## src/rtl/frsim_edge_capture.sv

```systemverilog
// Timestamped edge recorder: queues {level, timestamp} for every transition of sig_in.
// Optional drop counter port enabled by defining FRSIM_EDGE_CAPTURE_DROP_CNT_EN.
module frsim_edge_capture #(
  parameter int unsigned TS_W = 32,
  parameter int unsigned AW   = 3
) (
  input  logic            clk,
  input  logic            rst,
  input  logic            en,
  input  logic            sig_in,
  output logic            evt_valid,
  input  logic            evt_ready,
  output logic            evt_level,
  output logic [TS_W-1:0] evt_time,
  output logic [AW:0]     fifo_level,
  output logic            overflow
`ifdef FRSIM_EDGE_CAPTURE_DROP_CNT_EN
  ,
  output logic [15:0]     drop_cnt
`endif
);

  localparam int unsigned DEPTH = 2 ** AW;
  localparam int unsigned PW    = AW + 1;
  localparam int unsigned EW    = TS_W + 1;

  logic [TS_W-1:0] r_ts_cnt;
  logic            r_sig_q;
  logic            r_sig_qq;
  logic [PW-1:0]   r_wr_ptr;
  logic [PW-1:0]   r_rd_ptr;
  logic [EW-1:0]   r_mem [DEPTH];

  logic            w_edge;
  logic            w_empty;
  logic            w_full;
  logic            w_pop;
  logic            w_push;
  logic            w_drop;
  logic [PW-1:0]   w_wr_nxt;
  logic [PW-1:0]   w_rd_nxt;
  logic [EW-1:0]   w_entry;
  logic [EW-1:0]   w_head_nxt;

  // Push/pop decisions and the head value the outputs will show next cycle.
  always_comb begin
    w_edge     = r_sig_q ^ r_sig_qq;
    w_empty    = (r_wr_ptr == r_rd_ptr);
    w_full     = (r_wr_ptr[AW] != r_rd_ptr[AW]) &&
                 (r_wr_ptr[AW-1:0] == r_rd_ptr[AW-1:0]);
    w_pop      = !w_empty && evt_ready;
    w_push     = w_edge && en && (!w_full || w_pop);
    w_drop     = w_edge && en && w_full && !w_pop;
    w_wr_nxt   = r_wr_ptr + PW'(w_push);
    w_rd_nxt   = r_rd_ptr + PW'(w_pop);
    w_entry    = {r_sig_q, r_ts_cnt};
    w_head_nxt = '0;
    if (w_wr_nxt != w_rd_nxt) begin
      // Head slot is the one being written this cycle only when the queue was drained to it.
      if (w_rd_nxt == r_wr_ptr) w_head_nxt = w_entry;
      else                      w_head_nxt = r_mem[w_rd_nxt[AW-1:0]];
    end
  end

  // Control state and registered outputs.
  always_ff @(posedge clk) begin
    if (rst) begin
      r_ts_cnt   <= '0;
      r_sig_q    <= 1'b0;
      r_sig_qq   <= 1'b0;
      r_wr_ptr   <= '0;
      r_rd_ptr   <= '0;
      evt_valid  <= 1'b0;
      evt_level  <= 1'b0;
      evt_time   <= '0;
      fifo_level <= '0;
      overflow   <= 1'b0;
    end else begin
      r_ts_cnt   <= r_ts_cnt + TS_W'(1);
      r_sig_q    <= sig_in;
      r_sig_qq   <= r_sig_q;
      r_wr_ptr   <= w_wr_nxt;
      r_rd_ptr   <= w_rd_nxt;
      evt_valid  <= (w_wr_nxt != w_rd_nxt);
      evt_level  <= w_head_nxt[EW-1];
      evt_time   <= w_head_nxt[TS_W-1:0];
      fifo_level <= w_wr_nxt - w_rd_nxt;
      if (w_drop) overflow <= 1'b1;
    end
  end

  // Storage array, no reset needed: contents are only visible through the pointers.
  always_ff @(posedge clk) begin
    if (!rst && w_push) r_mem[r_wr_ptr[AW-1:0]] <= w_entry;
  end

`ifdef FRSIM_EDGE_CAPTURE_DROP_CNT_EN
  always_ff @(posedge clk) begin
    if (rst)                                drop_cnt <= '0;
    else if (w_drop && drop_cnt != 16'hFFFF) drop_cnt <= drop_cnt + 16'd1;
  end
`endif

endmodule

```

## config.mk

```make
export PLATFORM = sky130hd
export DESIGN_NAME = frsim_edge_capture
export DESIGN_NICKNAME = d
export VERILOG_FILES = /design/src/rtl/frsim_edge_capture.sv
export SDC_FILE = /design/constraint.sdc
export NUM_CORES = 1
export LEC_CHECK = 0
export ABC_AREA = 1
export CAP_MARGIN = 20
export CORE_MARGIN = 2
export CORE_UTILIZATION = 45
export CTS_CLUSTER_SIZE = 12
export DETAILED_ROUTE_END_ITERATION = 12
export SYNTH_ARGS = -nofsm -noshare
export SYNTH_HDL_FRONTEND = slang
export SYNTH_SLANG_ARGS = --single-unit
```

## constraint.sdc

```tcl
create_clock -name clk -period 4.9 [get_ports clk]
set_input_delay 1.47 -clock clk [delete_from_list [all_inputs] [get_ports clk]]
set_output_delay 1.47 -clock clk [all_outputs]
set_load 0.02 [all_outputs]
```

==> flow_summary_export.csv <==
group,metric,value,unit
floorplan,dieHeight,188.1,microns
setup_path,end_kind,"register",
clock_tree,htreeDepth,2,
clock_tree,cts-root-to-sink-buffers,3,
detailed_routing,dr.pass1.iters,7,
timing,finalHoldViolations,0,
setup_path,r2r_setup_slack,1480,ps
clock_tree,post_cts_buffers,0,
global_routing,grt_first_pass_wirelength,58.64,mm
setup_path,crit_path_max_incr_delay,710,ps
floorplan,fp.dieArea,35380,sq um
detailed_routing,routedWlPerCell,17.06,microns
detailed_routing,drc,0,
floorplan,die_x,188.1,microns
finish,final_area,17420,sq um
timing,finClkSkew,11.80,ps
setup_path,crit-reg2reg-launch,"r_wr_ptr[1]",
setup_path,crit_end,"evt_time[11]",
setup_path,crit_arrival,4250,ps
timing,min_period,3859,ps
floorplan,core-area,33450,sq um
global_routing,grt-ovfl-total,0,
setup_path,rr_endpoint,"evt_time[11]",
clock_tree,cts_resized,0,
timing,tightest_slew,920.5,ps
logic_synthesis,seq_area_frac_synth,0.6262,
logic_synthesis,synth_cell_type_count,28,
pwr,p_per_area,426.5,nW/um^2
detailed_routing,drt_iter0_markers,826,
floorplan,io_pins,44,
timing,fin_tns_setup,0,ps
global_routing,grt_max_degree,71,
logic_synthesis,syn_nets,1697,
clock_tree,cts-root-buf,"clkbuf_16",
finish,regArea,9549,sq um
timing,maxSlewViolCount,0,
timing,post-route-period-util,0.7876,
placement,placed_area,16260,sq um
setup_path,crit_required,5290,ps
run_status,status,"complete, no violations",
logic_synthesis,synth-seq-cells,345,
finish,antenna_cells,0,
global_routing,antenna_found_initial,0,
timing,rsz0062_at_grt,"no",
floorplan,initial_utilization,0.4559,
placement,dp_hpwl,22.37,mm
run,cap_viol_max_count,0,
detailed_routing,vias,10932,
setup_path,crit_top_cell,"nand2_1",
pwr,vdd_drop_max,0.0003486,V
setup_path,worstPathMaxFanout,67,
clock_tree,clock_latency,520,ps
logic_synthesis,synth_warnings,0,
detailed_routing,wl,37.49,mm
finish,syn_to_final_growth,14.23,%
logic_synthesis,syn_area,15250,sq um
setup_path,start_kind,"primary input",
clock_tree,cts_hold_buf,0,
timing,fmax,259.1,MHz
placement,gp_congestion,0.8826,
setup_path,cp_top_family,"buffers and inverters",
pwr,leakage,7.370,nW
setup_path,path_class,"in -> reg",
setup_path,crit_slowest_cell,"buf_4",
logic_synthesis,syn_inst,1683,
clock_tree,cts_tree,"done",
detailed_routing,postRouteAntennaNets,0,
setup_path,rr_worst_depth,14,
timing,relSlewSlack,0.3864,
finish,layout-drive-gt1-share,0.05371,
finish,fill_cells,3010,
clock_tree,cts_buffers,38,
clock_tree,cts.sinks,345,
finish,nets,1735,
floorplan,num_rows,67,
placement,numPortBuffers,43,
setup_path,cp_num_cells,12,
logic_synthesis,synth_area_per_cell,9.061,sq um
clock_tree,clk_pin_slew,60,ps
finish,multi_input_area,4188,sq um
timing,setup_viol,0,
setup_path,cp-startpoint,"evt_ready",
global_routing,grt_usage,0.2129,
global_routing,grt_pass1_vias,10443,
setup_path,path_cells,"clkdlybuf4s50_1 -> a21boi_0 -> ha_4 -> ha_2 -> buf_4 -> nand2_1 -> nand2_1 -> nor2_4 -> nand3_4 -> nand2_1 -> nand2_1 -> nor2_1",
detailed_routing,viasPerCell,4.974,
hold_path,min_path_type,"reg -> reg",
setup_path,path_buf_inv,2,
==> Yosys cell counts (all sizes together) <==
cell type,count,area [sq um]
inv,327,1227
nor2,118,450.4
nand3b,1,7.510
xnor2,3,26.28
nor3,2,10.01
buf,55,292.8
or2,1,6.260
edfxtp,264,7928
and3,1,6.260
nand4,35,219.0
a21oi,27,135.1
nand3,230,1164
a21boi,2,15.01
fa,1,20.02
xor2,3,26.28
nand2,491,1851
clkbuf,18,67.56
and2,1,6.260
dfxtp,81,1622
o21ai,14,70.07
ha,8,100.1
==> report_power, final <==
group	total, mW	internal (mW)	switching, mW
Sequential	3.27	3.20	0.0655
Clock	2.68	1.58	1.10
Combinational	1.48	0.512	0.969
Total	7.43	5.30	2.13
==> worst min path at each step <==
stage | startpoint | endpoint | slack (ps) | cells after the start
floorplan | r_ts_cnt[0] | r_ts_cnt[0] | 500 | 1
global placement | overflow | overflow | 440 | 2
detailed placement | overflow | overflow | 450 | 2
CTS | overflow | overflow | 460 | 2
global route | overflow | overflow | 480 | 2
finish | overflow | overflow | 450 | 2
==> through the flow <==
| step | setup WS, ps | hold slack [ps] | power, mW | util | std cells |
|---|---|---|---|---|---|
| 3_5_place_dp | 525.1 | 449.4 | 4.816 | 0.4860 | 2129 |
| 2_1_floorplan | 1085 | 499.3 | 4.352 | - | 1683 |
| 6_report | 1041 | 452.2 | 7.430 | 0.5208 | 2198 |
| 5_1_grt | 867.0 | 479.5 | 7.773 | 0.5208 | 2198 |
| 4_1_cts | 1062 | 462.4 | 7.497 | 0.5208 | 2198 |
| 3_3_place_gp | 596.6 | 444.7 | 4.800 | 0.4860 | 2129 |
==> sequential cells by signal, summed over array words and instances, names as in the netlist <==
signal      count
evt_level       1
evt_time       32
evt_valid       1
fifo_level      4
overflow        1
r_mem         264
r_rd_ptr        4
r_sig_q         1
r_sig_qq        1
r_ts_cnt       32
r_wr_ptr        4
==> worst register-to-register path: stages (launching register included) <==
cell      delay, ps
dfxtp_1         520
xnor2_1         160
nand2_1          60
nor2_1          200
a21boi_0        190
ha_4            210
ha_2            330
buf_4           710
nand2_1         130
nand2_1         130
nor2_4           50
nand3_4         330
nand2_1         140
nand2_1          80
nor2_1           40
==> cells by family after synthesis <==
group / synth area share
AOI/OAI and AO/OA: 0.01444
buffers and inverters: 0.1041
and+or+nand+nor: 0.2439
adders and majority gates: 0.007877
xor gates and xnor gates: 0.003447
DFF: 0.6262
==> metal layers <==
layer  track usage  wire length [microns]
met1        0.2985                  17270
met2        0.3497                  17650
met3       0.03126                   1786
met4       0.05148                    783
met5             0                      0
==> cell type report <==
| type | instances | share of cell area |
|---|---|---|
| sequential | 345 | 0.5482 |
| multi-input combinational | 938 | 0.2404 |
| inverter | 327 | 0.07061 |
| clock buffer | 65 | 0.06580 |
| timing repair buffer | 71 | 0.04180 |
| tap | 448 | 0.03218 |
| clock inverter | 4 | 0.001006 |
==> layout by cell type, fill, tap and decap left out, types with 3 or more instances in the layout <==
cell type	n
inv_1	323
nand2_1	488
edfxtp_1	264
a21oi_1	27
clkbuf_16	41
nand4_1	35
clkbuf_8	3
clkbuf_1	21
buf_4	21
inv_2	3
nor2_1	109
xnor2_1	3
buf_12	7
ha_1	6
nand3_1	229
dfxtp_1	81
clkdlybuf4s50_1	43
xor2_1	3
nor2_4	9
nand2_2	3
o21ai_0	14
No activity file was read; power rests on OpenSTA's default activity.
